<file path="config.mk">
export PLATFORM = sky130hd
export DESIGN_NAME = cvxif_result_requant_stage
export DESIGN_NICKNAME = d
export VERILOG_FILES = /design/src/rtl/cvxif_result_requant_stage.sv
export SDC_FILE = /design/constraint.sdc
export NUM_CORES = 1
export LEC_CHECK = 0
export CORE_MARGIN = 4
export CORE_UTILIZATION = 56
export DETAILED_ROUTE_END_ITERATION = 8
export DONT_BUFFER_PORTS = 1
export GPL_TIMING_DRIVEN = 0
export PLACE_DENSITY_LB_ADDON = 0.3
export SETUP_SLACK_MARGIN = 0.1
export SYNTH_ARGS = -nofsm -noshare
export SYNTH_HDL_FRONTEND = slang
export SYNTH_SLANG_ARGS = --single-unit
</file>
<file path="constraint.sdc">
create_clock -name clk_i -period 8.7 [get_ports clk_i]
set_input_delay 1.74 -clock clk_i [delete_from_list [all_inputs] [get_ports clk_i]]
set_output_delay 1.74 -clock clk_i [all_outputs]
set_load 0.01 [all_outputs]
</file>
<file path="src/rtl/cvxif_result_requant_stage.sv">
// cvxif_result_requant_stage: requantizes coprocessor results and buffers them for the x_result handshake.
// Optional macro CVXIF_REQUANT_RELU_EN adds in_relu_i. Revision 1.0.
`default_nettype none

module cvxif_result_requant_stage #(
  parameter int DEPTH    = 4,
  parameter int ID_WIDTH = 3
) (
  input  logic                       clk_i,
  input  logic                       rst_ni,
  input  logic                       flush_i,
  input  logic                       in_valid_i,
  output logic                       in_ready_o,
  input  logic [ID_WIDTH-1:0]        in_id_i,
  input  logic [4:0]                 in_rd_i,
  input  logic                       in_we_i,
  input  logic [31:0]                in_data_i,
  input  logic                       in_requant_i,
  input  logic [4:0]                 in_shift_i,
`ifdef CVXIF_REQUANT_RELU_EN
  input  logic                       in_relu_i,
`endif
  output logic                       x_result_valid_o,
  input  logic                       x_result_ready_i,
  output logic [ID_WIDTH-1:0]        x_result_id_o,
  output logic [4:0]                 x_result_rd_o,
  output logic                       x_result_we_o,
  output logic [31:0]                x_result_data_o,
  output logic [$clog2(DEPTH+1)-1:0] usage_o
);

  localparam int PW = (DEPTH > 1) ? $clog2(DEPTH) : 1;
  localparam int UW = $clog2(DEPTH+1);

  logic relu_in;
`ifdef CVXIF_REQUANT_RELU_EN
  assign relu_in = in_relu_i;
`else
  assign relu_in = 1'b0;
`endif

  // S1 register
  logic                s1_valid;
  logic [ID_WIDTH-1:0] s1_id;
  logic [4:0]          s1_rd;
  logic                s1_we;
  logic signed [32:0]  s1_r;
  logic                s1_requant;
  logic                s1_relu;

  // FIFO storage
  logic [ID_WIDTH-1:0] mem_id   [DEPTH];
  logic [4:0]          mem_rd   [DEPTH];
  logic                mem_we   [DEPTH];
  logic [31:0]         mem_data [DEPTH];
  logic [PW-1:0]       wr_ptr, rd_ptr;
  logic [UW-1:0]       fifo_count;

  logic               accept, push, pop;
  logic [32:0]        rnd, sum;
  logic signed [32:0] shifted;
  logic signed [32:0] lo;
  logic [31:0]        clamped;

  assign usage_o          = fifo_count + UW'(s1_valid);
  assign in_ready_o       = (usage_o < UW'(DEPTH));
  assign accept           = in_valid_i & in_ready_o;
  assign x_result_valid_o = (fifo_count != '0);
  assign push             = s1_valid;
  assign pop              = x_result_valid_o & x_result_ready_i;

  // Rounding add is done in 33 bits so 0x7FFFFFFF plus half an LSB cannot wrap.
  always_comb begin
    rnd = '0;
    if (in_shift_i != 5'd0) rnd[in_shift_i - 5'd1] = 1'b1;
    sum = {in_data_i[31], in_data_i} + rnd;
    shifted = $signed(sum) >>> in_shift_i;
  end

  always_comb begin
    lo      = s1_relu ? 33'sd0 : -33'sd128;
    clamped = s1_r[31:0];
    if (s1_requant) begin
      if (s1_r > 33'sd127)  clamped = 32'd127;
      else if (s1_r < lo)   clamped = lo[31:0];
    end
  end

  function automatic logic [PW-1:0] ptr_inc(input logic [PW-1:0] p);
    return (p == PW'(DEPTH-1)) ? '0 : p + 1'b1;
  endfunction

  always_ff @(posedge clk_i) begin
    if (!rst_ni || flush_i) begin
      s1_valid   <= 1'b0;
      s1_id      <= '0;
      s1_rd      <= '0;
      s1_we      <= 1'b0;
      s1_r       <= '0;
      s1_requant <= 1'b0;
      s1_relu    <= 1'b0;
      wr_ptr     <= '0;
      rd_ptr     <= '0;
      fifo_count <= '0;
    end else begin
      s1_valid <= accept;
      if (accept) begin
        s1_id      <= in_id_i;
        s1_rd      <= in_rd_i;
        s1_we      <= in_we_i;
        s1_r       <= in_requant_i ? shifted : $signed({in_data_i[31], in_data_i});
        s1_requant <= in_requant_i;
        s1_relu    <= in_requant_i & relu_in;
      end
      if (push) wr_ptr <= ptr_inc(wr_ptr);
      if (pop)  rd_ptr <= ptr_inc(rd_ptr);
      case ({push, pop})
        2'b10:   fifo_count <= fifo_count + 1'b1;
        2'b01:   fifo_count <= fifo_count - 1'b1;
        default: fifo_count <= fifo_count;
      endcase
    end
  end

  always_ff @(posedge clk_i) begin
    if (push) begin
      mem_id[wr_ptr]   <= s1_id;
      mem_rd[wr_ptr]   <= s1_rd;
      mem_we[wr_ptr]   <= s1_we;
      mem_data[wr_ptr] <= clamped;
    end
  end

  assign x_result_id_o   = x_result_valid_o ? mem_id[rd_ptr]   : '0;
  assign x_result_rd_o   = x_result_valid_o ? mem_rd[rd_ptr]   : '0;
  assign x_result_we_o   = x_result_valid_o ? mem_we[rd_ptr]   : 1'b0;
  assign x_result_data_o = x_result_valid_o ? mem_data[rd_ptr] : '0;

endmodule

`default_nettype wire

</file>
Word level (Yosys, flattened, before mapping)
Memory sizes are Yosys's and may differ from the RTL's. A register that Yosys moved wholly into a read port is not among the register bits. Index checks and enable logic that the tools add are counted.

Flip-flop bits (word level): 51. Memory bits (writable): 164. Input port bits: 52. Output and inout port bits: 46. Logic and storage cells: 62. Memories kept: 4.

Add/subtract/negate cells: 7. Magnitude comparators: 5. Equal/unequal tests: 4. Shift-type cells: 1. Multiplexer cells: 24. Bitwise logic cells: 2. Reduce and logical (&&, ||, !) cells: 6.

Memory list: mem_data (depth 4, width 32, read ports 1, clocked after Yosys merged registers in 1, write ports 1, line 55) `logic [31:0] mem_data [DEPTH];`; mem_rd (depth 4, width 5, read ports 1, clocked after Yosys merged registers in 1, write ports 1, line 53) `logic [4:0] mem_rd [DEPTH];`; mem_id (depth 4, width 3, read ports 1, clocked after Yosys merged registers in 1, write ports 1, line 52) `logic [ID_WIDTH-1:0] mem_id [DEPTH];`; mem_we (depth 4, width 1, read ports 1, clocked after Yosys merged registers in 1, write ports 1, line 54) `logic mem_we [DEPTH];`.

Operator list (count): 32-bit 2-to-1 mux (5); 33-bit adder (1); 33-bit by 8-bit greater-than comparator with 1-bit output (second input constant) (1); 33-bit by 8-bit less-than comparator with 1-bit output (second input constant) (1); 33-bit 2-to-1 mux (1); 33-bit by 5-bit >>> shifter with 33-bit output (1); 2-bit 2-to-1 mux (10); 5-bit by 7-bit less-than comparator with 1-bit output (second input constant) (1); 2-bit == test (second input constant) (3); 3-bit one-hot mux with 2 select lines (1); 1-bit demux with 5-bit select (1); 5-bit by 1-bit >= comparator with 1-bit output (second input constant) (1); 5-bit 2-to-1 mux (1); 5-bit nonzero test (1); 5-bit by 1-bit subtractor with 5-bit output (second input constant) (1); 2-bit by 1-bit adder with 2-bit output (second input constant) (2); 1-bit 2-to-1 mux (4); 3-bit by 1-bit adder with 3-bit output (1); 3-bit by 1-bit adder with 3-bit output (second input constant) (1); 3-bit less-than comparator (second input constant) (1); 3-bit 2-to-1 mux (1); 3-bit nonzero test (1); 3-bit by 1-bit subtractor with 3-bit output (second input constant) (1); 1-bit bitwise AND (2); other kinds (5) (5).

Depth between registers and ports, before layout
Depth in word-level cells: 9. Gate-level depth with buffers: 20. Gate-level depth less buffers: 15.

Worst setup path before layout
Ideal clock, no wire load.

Path kind: input to register. Start point: input in_shift_i[2]. End point: register s1_r[13]. Library setup time: 0.120 ns. Arrival: 5.827 ns. Required time: 8.580 ns. Path slack: 2.753 ns. Cell stages on the path: 16. Path buffers: 4. Cell sequence: clkbuf_1 buf_1 clkbuf_1 buf_1 nor3_1 ha_1 o211ai_2 a2111oi_4 a21oi_4 a211oi_4 mux2i_1 nor2_1 o221ai_2 nor2_1 mux4_2 a211o_1.

Cells in the longest elaborated chain, start to end: 9. Elaborated cells between the ends (all ways): 11. Classes of those cells: 2 x add/sub; 2 x order compare; 1 x shift; 4 x mux; 2 x reduce/logical.

Ends and longest elaborated chain: start, declared (line 19) `input logic [4:0] in_shift_i,`; 5-bit by 1-bit subtractor with 5-bit output (line 75) `if (in_shift_i != 5'd0) rnd[in_shift_i - 5'd1] = 1'b1;`; 5-bit by 7-bit less-than comparator with 1-bit output (not written as such) or 5-bit by 1-bit >= comparator with 1-bit output (tied branches) (line 75); 1-bit logical AND (not written as such) (line 75); 1-bit 2-to-1 mux (not written as such) (line 75); 1-bit demux with 5-bit select (line 75); 32-bit 2-to-1 mux (line 75); 33-bit adder (line 76) `sum = {in_data_i[31], in_data_i} + rnd;`; 33-bit by 5-bit >>> shifter with 33-bit output (*) (line 77) `shifted = $signed(sum) >>> in_shift_i;`; 33-bit 2-to-1 mux (*) (line 111) `s1_r <= in_requant_i ? shifted : $signed({in_data_i[31], in_data_i});`; end signal, assigned (line 111); end, declared (line 47) `logic signed [32:0] s1_r;`.

Every way passes the cells marked *; elsewhere a longest branch is shown, timed or not. A chain may end at the register's enable or synchronous reset.

Worst setup path in the final report
Start point: input in_shift_i[0]. End point: register s1_r[17].

Same word-level chain as after synthesis.

==> impl_metrics.csv <==
group,metric,value,unit
setup_path,critical_path.max_fanout,10,
setup_path,rr_startpoint,"push",
detailed_routing,num_vias,10600,
placed_design,place.detailed.hpwl,31100,um
setup_path,critPathRequiredTime,9070,ps
setup_path,path_common_cell,"sky130_fd_sc_hd__clkbuf_1",
cts,cts.repair.resized,0,
placed_design,routability_driven_placement_congestion_ratio,1.01,
global_routing,grt_max_degree,37,
synth,netlist.area_leader.share,37.5,%
cts,clock_tree.htree_level_count,1,
setup_path,timing.critical_path.slowest_stage_cell,"sky130_fd_sc_hd__clkbuf_1",
sta,fin_crit_sh,83.2,%
cts,clock_path_buffers,3,
setup_path,worst-path-buf-inv,5,
synth,yosys-top-cells-count,"sky130_fd_sc_hd__edfxtp_1, sky130_fd_sc_hd__nand2_1, sky130_fd_sc_hd__nor2_1",
sta,clock.fmax,138,MHz
final_layout,final_layout_size_suffix_gt1_share,9.20,%
synth,synth-async-reset-ratio,0,%
pwr,fin_total_pwr,0.00241,W
synth,synthFlopType,"sky130_fd_sc_hd__edfxtp_1",
synth,synth_enable_flop_cells,164,
pwr,p_leak,4.89,nW
sta,total_negative_setup_slacks,0,ps
cts,clk_root_buffer_cell,"sky130_fd_sc_hd__clkbuf_16",
sta,setup_viol_count_final,0,
final_layout,fin_nets,1373,
global_routing,gr-usage-all-layers,30.4,%
synth,synth_area_leader_cell,"sky130_fd_sc_hd__edfxtp_1",
die,initial_utilization,57.4,%
sta,timing.final.crit_period,7240,ps
die,die_height,161,um
cts,clkTransAtPathRegs,60,ps
die,die_outline_area,0.0259,mm2
worst_hold_path,hp-start,"s1_r[30]",
worst_hold_path,hold-path-endpoint,"s1_r[30]",
sta,worst-slew-pin-transition,875,ps
setup_path,critical-path-top-delay-family,"simple AND/OR/NAND/NOR gates",
synth,post_synth_main_area_contributors,"sky130_fd_sc_hd__edfxtp_1, sky130_fd_sc_hd__mux4_2, sky130_fd_sc_hd__dfxtp_1",
detailed_routing,route.detailed.vias_per_inst,6.62,
placed_design,portBuffers,0,
detailed_routing,route.final.wire_length,40300,um
global_routing,grt_pass1_vias,10300,
final_layout,areaGrowthSynthToFinish,9.02,%
detailed_routing,dr.pass1.iters,5,
setup_path,timing.critical_path.to_type,"register",
setup_path,crit_path_max_incr_delay,690,ps
die,floorplan.rows,55,
synth,mappedNetlistNets,1347,
detailed_routing,drtAntennaViolNets,0,
worst_hold_path,timing.hold.worst.class,"register to register",
final_layout,n_antenna_cell,0,
synth,synth_seq_area_share,45.6,%
synth,post_synth_inst_count,1253,
synth,synth.lib_cells_used.distinct,76,
worst_hold_path,worstHoldPathCells,2,
setup_path,worst-setup-path-type,"input pin to register",
pwr,powerDensity,168,mW/mm2
sta,report.final.slew_viol_count,0,
cts,numCtsBuffers,20,
global_routing,antenna_found_initial,2,
synth,synth_warnings,0,
setup_path,worst-r2r-setup-slack,5590,ps
cts,post-cts-setup-buffers,0,
global_routing,global_route_wire_length_before_repair,61500,um
sta,final-hold-violation-count,0,
die,die-width,161,um
die,io_pins,98,
die,area_of_the_placeable_core,0.0228,mm2
cts,clock_tree_from_tritoncts,"done",
cts,worst_skew_pair.late_latency,480,ps
sta,grt_setup_unrepaired,"false",
setup_path,ff2ff_path_depth,9,
synth,syn_area,0.0131,mm2
global_routing,grt_overflow,0,
setup_path,critPathArrivalTime,7610,ps
cts,holdBufCountCts,0,
status,outcome,"finished clean",
setup_path,cp_cell_sequence,"clkbuf_1 -> inv_1 -> buf_1 -> nand2_1 -> clkbuf_1 -> nor2_1 -> ha_1 -> clkbuf_1 -> nand2_1 -> a211oi_1 -> nor2_1 -> or3_1 -> a21oi_1 -> nor3_1 -> a221o_1 -> nor3_1 -> o221a_2 -> o21ai_1",
detailed_routing,drc_violations,0,
pwr,peakVddDrop,0.126,mV
detailed_routing,drt_first_iter_violations,1068,
sta,slew-limit-headroom,41.7,%
sta,clock-skew-final,9.32,ps
synth,cell_with_the_most_instances_after_synthesis,"sky130_fd_sc_hd__edfxtp_1",
setup_path,setup.worst_path.start_class,"input pin",
flow_run,maxCapViolCount,0,
setup_path,rr_endpoint,"s1_id[0]",
detailed_routing,wl_per_cell,25.1,um
synth,syn_avg_cell_area,10.5,um2
cts,clock-sinks,217,
synth,synth-seq-cells,217,
cell families (layout without fill, tap and decap cells):
family,Yosys count,in the layout,share of synthesized area (%)
buffers and inverters,110,150,3.20
xor gates and xnor gates,31,31,2.07
other,1,1,0.0286
adders and majority gates,42,42,4.12
muxes,91,91,11.8
and+or+nand+nor,400,400,14.5
DFF,217,217,45.6
AOI/OAI and AO/OA,361,361,18.7
state kept, by name, summed over array words and instances, names as in the netlist, named ones only:
signal and cells:
mem_id 12, s1_r 33, rd_ptr 2, mem_rd 20
s1_id 3, mem_we 4, wr_ptr 2, push 1
s1_we 1, mem_data 128, fifo_count 3, s1_requant 1
s1_rd 5
worst max-delay path by stage:
stage | start | to | slack [ps] | depth (start not counted)
floorplan | in_shift_i[2] | s1_r[13] | 2750 | 16
global placement | in_shift_i[0] | s1_r[5] | 1200 | 18
detailed placement | in_shift_i[0] | s1_r[26] | 1200 | 20
CTS | in_shift_i[0] | s1_r[26] | 1680 | 20
global route | in_shift_i[0] | s1_r[8] | 1250 | 18
finish | in_shift_i[0] | s1_r[17] | 1460 | 18
placed cells by master (no fill, tap or decap), types with 15 or more instances in the layout:
master                      netlist  final
sky130_fd_sc_hd__and2_1          54     50
sky130_fd_sc_hd__xor2_1          15     15
sky130_fd_sc_hd__o21ai_0         60     60
sky130_fd_sc_hd__a211oi_1        19     19
sky130_fd_sc_hd__nor2_1         101    101
sky130_fd_sc_hd__mux4_2          50     50
sky130_fd_sc_hd__nand2_1        115    115
sky130_fd_sc_hd__dfxtp_1         53     53
sky130_fd_sc_hd__clkbuf_16        0     21
sky130_fd_sc_hd__buf_1           20     20
sky130_fd_sc_hd__nor3_1          33     33
sky130_fd_sc_hd__ha_1            40     40
sky130_fd_sc_hd__xnor2_1         16     16
sky130_fd_sc_hd__nand3_1         27     27
sky130_fd_sc_hd__clkbuf_1        58     61
sky130_fd_sc_hd__inv_1           27     27
sky130_fd_sc_hd__edfxtp_1       164    164
sky130_fd_sc_hd__nand4_1         16     16
sky130_fd_sc_hd__mux2i_1         33     33
sky130_fd_sc_hd__a21oi_1         92     92
sky130_fd_sc_hd__o21a_1          32     32
where the power goes:
group / total [W] / internal, W / switching, W
sequential: 0.00114 / 0.00113 / 0.0000132
clock: 0.000916 / 0.000558 / 0.000358
combinational: 0.000349 / 0.000118 / 0.000231
total: 0.00241 / 0.00181 / 0.000602
area by class of cell:
cell class / instances / area (um2)
fillers: 1888 / 8550
repair buffers: 4 / 80.1
inverters: 27 / 101
multi-input cells: 926 / 6720
flip-flops and latches: 217 / 5990
clock buffers: 27 / 578
clock inverters: 9 / 129
well taps: 313 / 392
plain buffers: 83 / 318
per-layer routing:
| layer | up-vias | share of wire [%] | GRT usage [%] |
|---|---|---|---|
| li1 | 4860 | - | - |
| met2 | 515 | 49 | 52.9 |
| met5 | - | 0.035 | 0 |
| met1 | 5130 | 39 | 38.4 |
| met4 | 4 | 4.4 | 11.9 |
| met3 | 127 | 7.3 | 4.77 |
tightest hold or removal path, stage by stage (launching register included):
cell and delay (ps):
sky130_fd_sc_hd__dfxtp_1 330, sky130_fd_sc_hd__nand2_1 60, sky130_fd_sc_hd__nand2_1 40
per-stage QoR:
step	setup WS [ps]	instances	cell area, um2	utilization [%]	hold slack, ps
2_1_floorplan	2750	1253	13100	-	442
3_3_place_gp	1200	1566	13500	59.1	462
3_5_place_dp	1200	1570	13600	59.5	465
4_1_cts	1680	1606	14300	62.6	477
5_1_grt	1250	1606	14300	62.6	505
6_report	1460	1606	14300	62.6	479
Note: power is estimated with default switching activity, not from simulation.
